## src/rtl/uart_transmitter.sv

```systemverilog
// uart_transmitter: UART 8N1 serial transmitter, LSB first, line idles high.
// One serial bit lasts CLKS_PER_BIT clocks (2..512, and CLKS_PER_BIT <= 2**CNT_W).
// Optional macro UART_TX_PARITY_EN inserts a parity bit (even, or odd when
// PARITY_ODD=1) between the last data bit and the stop bit.
module uart_transmitter #(
    parameter int unsigned CLKS_PER_BIT = 279,
    parameter int unsigned CNT_W        = 9,
    parameter int unsigned PARITY_ODD   = 0
) (
    input  logic             clk,
    input  logic             rst,
    input  logic [7:0]       data_tx,
    input  logic             send,
    output logic             ready,
    output logic             dout,
    output logic             done,
    output logic [2:0]       state,
    output logic [2:0]       index,
    output logic [CNT_W-1:0] counter
);

    typedef enum logic [2:0] {
        S_IDLE   = 3'd0,
        S_START  = 3'd1,
        S_DATA   = 3'd2,
        S_STOP   = 3'd3,
        S_PARITY = 3'd4
    } state_t;

    localparam logic [CNT_W-1:0] LP_CNT_LAST   = CNT_W'(CLKS_PER_BIT - 1);
    localparam logic             LP_PARITY_ODD = 1'(PARITY_ODD);

    state_t           r_state;
    state_t           w_state_nxt;
    logic [CNT_W-1:0] r_counter;
    logic [CNT_W-1:0] w_counter_nxt;
    logic [2:0]       r_index;
    logic [2:0]       w_index_nxt;
    logic [7:0]       r_shift;
    logic [7:0]       w_shift_nxt;
    logic             r_dout;
    logic             w_dout_nxt;
    logic             r_ready;
    logic             w_ready_nxt;
    logic             r_done;
    logic             w_done_nxt;

    logic             w_bit_end;
    logic [CNT_W-1:0] w_counter_inc;
    logic             w_parity;

    assign w_bit_end     = (r_counter == LP_CNT_LAST);
    assign w_counter_inc = r_counter + CNT_W'(1);
    // Parity of the latched byte; the PARITY state is only entered with the macro.
    assign w_parity      = (^r_shift) ^ LP_PARITY_ODD;

    // State and datapath registers; synchronous reset wins over everything.
    always_ff @(posedge clk) begin
        if (rst) begin
            r_state   <= S_IDLE;
            r_counter <= '0;
            r_index   <= '0;
            r_shift   <= '0;
            r_dout    <= 1'b1;
            r_ready   <= 1'b1;
            r_done    <= 1'b0;
        end else begin
            r_state   <= w_state_nxt;
            r_counter <= w_counter_nxt;
            r_index   <= w_index_nxt;
            r_shift   <= w_shift_nxt;
            r_dout    <= w_dout_nxt;
            r_ready   <= w_ready_nxt;
            r_done    <= w_done_nxt;
        end
    end

    // Next-state logic; dout is computed one cycle ahead so the pin comes from a flop.
    always_comb begin
        w_state_nxt   = r_state;
        w_counter_nxt = r_counter;
        w_index_nxt   = r_index;
        w_shift_nxt   = r_shift;
        w_dout_nxt    = r_dout;
        w_ready_nxt   = r_ready;
        w_done_nxt    = 1'b0;

        case (r_state)
            S_IDLE: begin
                w_dout_nxt    = 1'b1;
                w_ready_nxt   = 1'b1;
                w_counter_nxt = '0;
                w_index_nxt   = '0;
                if (send) begin
                    w_shift_nxt = data_tx;
                    w_state_nxt = S_START;
                    w_dout_nxt  = 1'b0;
                    w_ready_nxt = 1'b0;
                end
            end

            S_START: begin
                if (w_bit_end) begin
                    w_counter_nxt = '0;
                    w_index_nxt   = '0;
                    w_state_nxt   = S_DATA;
                    w_dout_nxt    = r_shift[0];
                end else begin
                    w_counter_nxt = w_counter_inc;
                end
            end

            S_DATA: begin
                if (w_bit_end) begin
                    w_counter_nxt = '0;
                    if (r_index != 3'd7) begin
                        w_index_nxt = r_index + 3'd1;
                        w_dout_nxt  = r_shift[r_index + 3'd1];
                    end else begin
                        w_index_nxt = '0;
`ifdef UART_TX_PARITY_EN
                        w_state_nxt = S_PARITY;
                        w_dout_nxt  = w_parity;
`else
                        w_state_nxt = S_STOP;
                        w_dout_nxt  = 1'b1;
`endif
                    end
                end else begin
                    w_counter_nxt = w_counter_inc;
                end
            end

            S_PARITY: begin
                w_dout_nxt = w_parity;
                if (w_bit_end) begin
                    w_counter_nxt = '0;
                    w_state_nxt   = S_STOP;
                    w_dout_nxt    = 1'b1;
                end else begin
                    w_counter_nxt = w_counter_inc;
                end
            end

            S_STOP: begin
                w_dout_nxt = 1'b1;
                if (w_bit_end) begin
                    w_counter_nxt = '0;
                    w_state_nxt   = S_IDLE;
                    w_ready_nxt   = 1'b1;
                    w_done_nxt    = 1'b1;
                end else begin
                    w_counter_nxt = w_counter_inc;
                end
            end

            default: begin
                w_state_nxt   = S_IDLE;
                w_counter_nxt = '0;
                w_index_nxt   = '0;
                w_dout_nxt    = 1'b1;
                w_ready_nxt   = 1'b1;
            end
        endcase
    end

    assign ready   = r_ready;
    assign dout    = r_dout;
    assign done    = r_done;
    assign state   = r_state;
    assign index   = r_index;
    assign counter = r_counter;

endmodule

```

## config.mk

```make
export PLATFORM = sky130hd
export DESIGN_NAME = uart_transmitter
export DESIGN_NICKNAME = d
export VERILOG_FILES = /design/src/rtl/uart_transmitter.sv
export SDC_FILE = /design/constraint.sdc
export NUM_CORES = 1
export LEC_CHECK = 0
export CORE_ASPECT_RATIO = 1.25
export CORE_MARGIN = 3
export CORE_UTILIZATION = 30
export CTS_CLUSTER_SIZE = 30
export DETAILED_ROUTE_END_ITERATION = 8
export PLACE_DENSITY = 0.6
export SLEW_MARGIN = 30
export SYNTH_ARGS = -nofsm -noshare
export SYNTH_HDL_FRONTEND = slang
export SYNTH_SLANG_ARGS = --single-unit
```

## constraint.sdc

```tcl
create_clock -name clk -period 5.61 [get_ports clk]
set_input_delay 1.122 -clock clk [delete_from_list [all_inputs] [get_ports clk]]
set_output_delay 1.122 -clock clk [all_outputs]
set_load 0.03 [all_outputs]
```

* Word level (Yosys, flattened, before mapping)
Cells that the tools add are included.
Widths: inputs -> output; s select.
** Word-level totals
- Bits in registers :: 26
- Bits in latches :: 0
- RAM bits :: 0
- Bits in read-only memories :: 0
- Input port bits :: 11
- Logic and storage cells :: 59
- Memories kept :: 0
** Cells by class
- Add/sub/neg operators :: 2
- Multipliers :: 0
- Divide/modulo/power cells :: 0
- $lt $le $gt $ge :: 1
- Equality and inequality tests :: 12
- Shift operators :: 0
- Mux-type cells :: 21
- Bitwise gates (word level) :: 4
- Reduce and logical (&&, ||, !) cells :: 12
** Operators with widths (number)
- $mux 3 :: 8
- $pmux 3 s5 :: 1
- $ne 2x2->1 const B :: 6
- $add 9x1->9 const B :: 1
- $eq 9x9->1 const B :: 1
- $pmux 3 s3 :: 1
- $mux 1 :: 8
- $reduce_xor 8->1 :: 1
- $eq 3x2->1 const B :: 2
- $reduce_and 2->1 :: 3
- $reduce_and 6->1 :: 1
- $reduce_or 3->1 :: 2
- $lt 3x4->1 const B :: 1
- $not 1->1 :: 4
- $pmux 1 s4 :: 1
- $reduce_or 2->1 :: 2
- $reduce_or 4->1 :: 1
- $add 3x1->3 const B :: 1
- $bmux 1 s3 :: 1
- $eq 3x1->1 const B :: 1
- $eq 3x3->1 const B :: 1
- $logic_not 3->1 :: 1
- $ne 3x3->1 const B :: 1
- $pmux 1 s3 :: 1
- $reduce_and 3->1 :: 1

* Longest topological paths before layout
- Word-level depth :: 6
- Gate-level depth with buffers :: 7

* Worst setup path before layout
No wires, ideal clock.
- Path type :: in2reg
- Start point :: in send
- End point :: reg r_state[0] (netlist: state[0])
- Data arrival time :: 1904 ps
- Required time :: 5540 ps
- Path slack :: 3636 ps
- Cell stages on the path :: 4
- Buffers on the path :: 0
- Cell sequence :: nand2b_1 > nand2_1 > or4_1 > a21oi_1
** Between the ends
- Cells in the longest elaborated chain, start to end :: 2
** RTL lines
- start: declaration :: RTL line 13 : input logic send,
- $ne 2x2->1 (no line)
- $reduce_and 6->1 (no line)
- end signal: assignment :: RTL line 68 : r_state <= w_state_nxt;
- end: declaration :: RTL line 33 : state_t r_state;
No other way between the ends.
A chain may end at the register's enable or synchronous reset.

* Final worst setup path
- Start point :: reg r_counter[0] (netlist: counter[0])
- End point :: out counter[0]
** RTL lines
- start: declaration :: RTL line 35 : logic [CNT_W-1:0] r_counter;
- start signal: assignment :: RTL line 69 : r_counter <= w_counter_nxt;
- end: declaration :: RTL line 19 : output logic [CNT_W-1:0] counter
No word-level cell between the ends.

==> metrics list <==
* Leakage dissipation: 0.5891 nW
* Clock tree root driver cell: clkbuf_8
- Routed length on met3: 108 µm
- PD cells: 339.2 nW/µm²
* Met1 wire length: 1113 µm
- Combinational family with the most area after synthesis: simple AND/OR/NAND/NOR gates
- Initial Util: 0.3154
- Worst Clk Skew: 0.006100 ns
- Critical path data required time: 4.49 ns
- Total nets after synthesis: 158
* Leading post-synthesis cells by cell area: dfxtp_1 41%, ha_1 10%, a21oi_1 7.0%
- Register-to-Register Path Depth: 5
- Summing over every cut layer, the via total after detailed routing is 1026.
- Post-CTS setup repair buffer count: 0
- Fraction of registers with async set or reset after synthesis: 0
- Broken down by cell family, the worst path's largest delay share belongs to buffers and inverters.
* Clock Latency Late Sink: 0.26 ns
* Top-area cell type share of the netlist area: 0.4124
* Maximum single-stage delay on the critical path: 0.71 ns
- The share of total power dissipated in combinational logic is 0.381.
* DRC violations left: 0
- In the layout the commonest cells are 27 x clkdlybuf4s50_1, 25 x dfxtp_1, 21 x nand2_1.
- Together, buffers and inverters on the worst path number 1.
* Share of the synthesized netlist area taken by xor and xnor gates: 0.05052
- The first global-routing pass estimated 4077 µm of wire.
- Share of the core filled with cells in the final layout: 0.4091
* Cell row count: 25
* Routed wl met2: 1258 µm
* Sequential element share of the synthesized area: 0.4124
- Total of buffers placed on input and output ports: 27
- For this run, the post-layout net count is 185.
* Unrepaired setup endpoints after global routing: false
- The floorplan step set the die height to 77.11 µm.
* CTS buffer count: 3
* Width of the die: 62.89 µm
* Max Used Layer: met4
- Actual slew at the worst max-slew pin: 0.6336 ns
- Dividing the detail-routed via count by the number of cells gives 4.728.
- Status: completed
- The share of total power dissipated in sequential elements is 0.427.
* Count of placed standard cells in the final layout, fillers left out: 217
* Sum of negative setup slack: 0 ns
* Flip-flop and latch count after synthesis: 25
* Count of final max-slew check failures: 0
- CTS tree: done
- The clock passes through at most 2 buffers.
- GRT Overall Usage: 0.1007
- Gr ovfl total: 0
* Final worst-path cycle share: 0.4538
* Slowest CP cell: clkdlybuf4s50_1
- After clock tree synthesis, the clock-pin slew on the worst setup and hold paths is 0.08 ns.
* Total Wirelength: 2501 µm
* Final hold slack: 0.4592 ns
* Largest net degree at the start of global routing: 18
* Mux cell area share after synthesis: 0.04639
* Net switching share of the total power: 0.3627
- Via count of the first global-routing pass: 967
* Worst Path Class, Setup: reg2out
- Number of clock sinks seen by CTS: 25
* Simple-gate share of the synthesized area: 0.2392
- Path category of the worst min-delay check: reg2reg
- Based on the critical path, the design can be clocked at up to 0.3928 GHz.
* Cell-internal power: 340.3 µW
- Number of warnings printed during yosys synthesis: 0
* Startpoint type of the worst setup path: register
- The tool flagged a number of max-cap violations equal to 0.
- Growth of design area from synthesis to finish: 29.69%
- DP HPWL: 1993 µm
* Post-CTS Hold Fix Bufs: 0
* Clock network power share: 0.192
- The floorplan step defined a die boundary enclosing 4849 µm².
- The signal on the critical path passes through clkdlybuf4s50_1.
- Library cell occupying the most area in the post-synthesis netlist: dfxtp_1
- In this run the worst path has a maximum fanout of 7.
* Final weighted congestion of routability-driven global placement: 0.7854
* CP Capture Type: primary output
- The design draws 533.9 µW.
- Gates resized, CTS repair: 0
- At the worst endpoint, the arrival time is 1.42 ns.
* Core Box Area: 3847 µm²
- The post-synthesis compound-gate area fraction was 0.1144.
* Distinct cell type count of the synthesized netlist: 33
- The repair_antennas step left the layout with diodes totalling 0.
* Worst vdd ir: 0.1647 mV
- Dividing the detail-routed wire length by the instance count gives 11.53 µm.
- Among all flip-flop cells after synthesis, the most frequent one is dfxtp_1.
- Post-Syn Area: 1214 µm²
* Antenna violations before repair: 0
* Final critical-path required period: 2.546 ns
- Once placement completed, the tool counted placed cells totaling 213.
- Gate count after technology mapping: 137
- Area share of fa/ha/maj cells after synthesis: 0.1031
* Boundary Pins: 29
* First-pass detailed-route iteration total: 4
- Setup violations, final: 0
* Iter 0 DRT Violations: 42
- In this run the number of H-tree levels came out at 1.
- The final hold violation count was 0.
- The worst hold path was traced through 2 stages.
- Worst max-slew margin expressed relative to the limit: 0.5763
- A synthesized cell averages 8.859 µm².
- Net Switching: 193.6 µW
- Number of enable flip-flop cells after synthesis: 0
* Crit. path cell count: 1
* Number of nets with antenna violations after detailed routing: 0
- The library cell used most frequently in the layout, excluding fill and tap cells, is clkdlybuf4s50_1.
* Fraction of layout instances using a drive strength above 1: 0.04908
[cells in the mapped netlist (all sizes together), types with 3 or more instances]
cell type  number
nand3           3
o21ai           6
clkbuf          4
xor2            6
nor2           12
ha             10
nand2          21
dfxtp          25
a21oi          17
inv             4
[power by group through the flow]
stage | combinational [mW] | clock, mW | sequential [mW]
final | 0.203 | 0.102 | 0.228
after global routing | 0.226 | 0.113 | 0.233
after CTS | 0.206 | 0.107 | 0.229
after detailed placement | 0.206 | 0 | 0.233
after global placement | 0.202 | 0 | 0.231
after floorplan | 0.112 | 0 | 0.259
[kinds of logic after synthesis]
kind of cell | after synthesis
compound gates | 26
xor+xnor | 7
fa+ha+maj | 10
buf+inv | 9
flops | 25
mux | 3
other cells | 1
simple gates | 56
[final timing paths]
| check | from | slack [ns] | end |
|---|---|---|---|
| max reg2reg | index[0] | 3.68 | dout |
| min | r_shift[5] | 0.46 | r_shift[5] |
| min reg2reg | r_shift[5] | 0.46 | r_shift[5] |
| max | counter[0] | 3.06 | counter[0] |
[metrics by stage]
step                area (µm²)  worst slack [ns]
CTS                       1574             3.031
finish                    1574             3.064
global route              1574             3.004
detailed placement        1529             2.915
global placement          1529             2.956
floorplan                 1214             3.636
[state kept, by name, indices dropped and copies added (netlist names)]
register,count
counter,9
r_shift,8
index,3
state,2
done,1
dout,1
ready,1
[area by class of cell]
class	instances	area, µm²
Fill cell	381	2273
Multi-Input combinational cell	103	675.6
Sequential cell	25	500.5
Timing Repair Buffer	27	270.3
Tap cell	54	67.56
Clock buffer	4	45.04
Inverter	4	15.01
[layer usage]
metal	global-route usage	up-vias
met3	0.01025	4
met1	0.1166	471
li1	-	527
met2	0.1911	24
met5	0	-
met4	0.02870	0
Note: power is estimated with default switching activity, not from simulation.
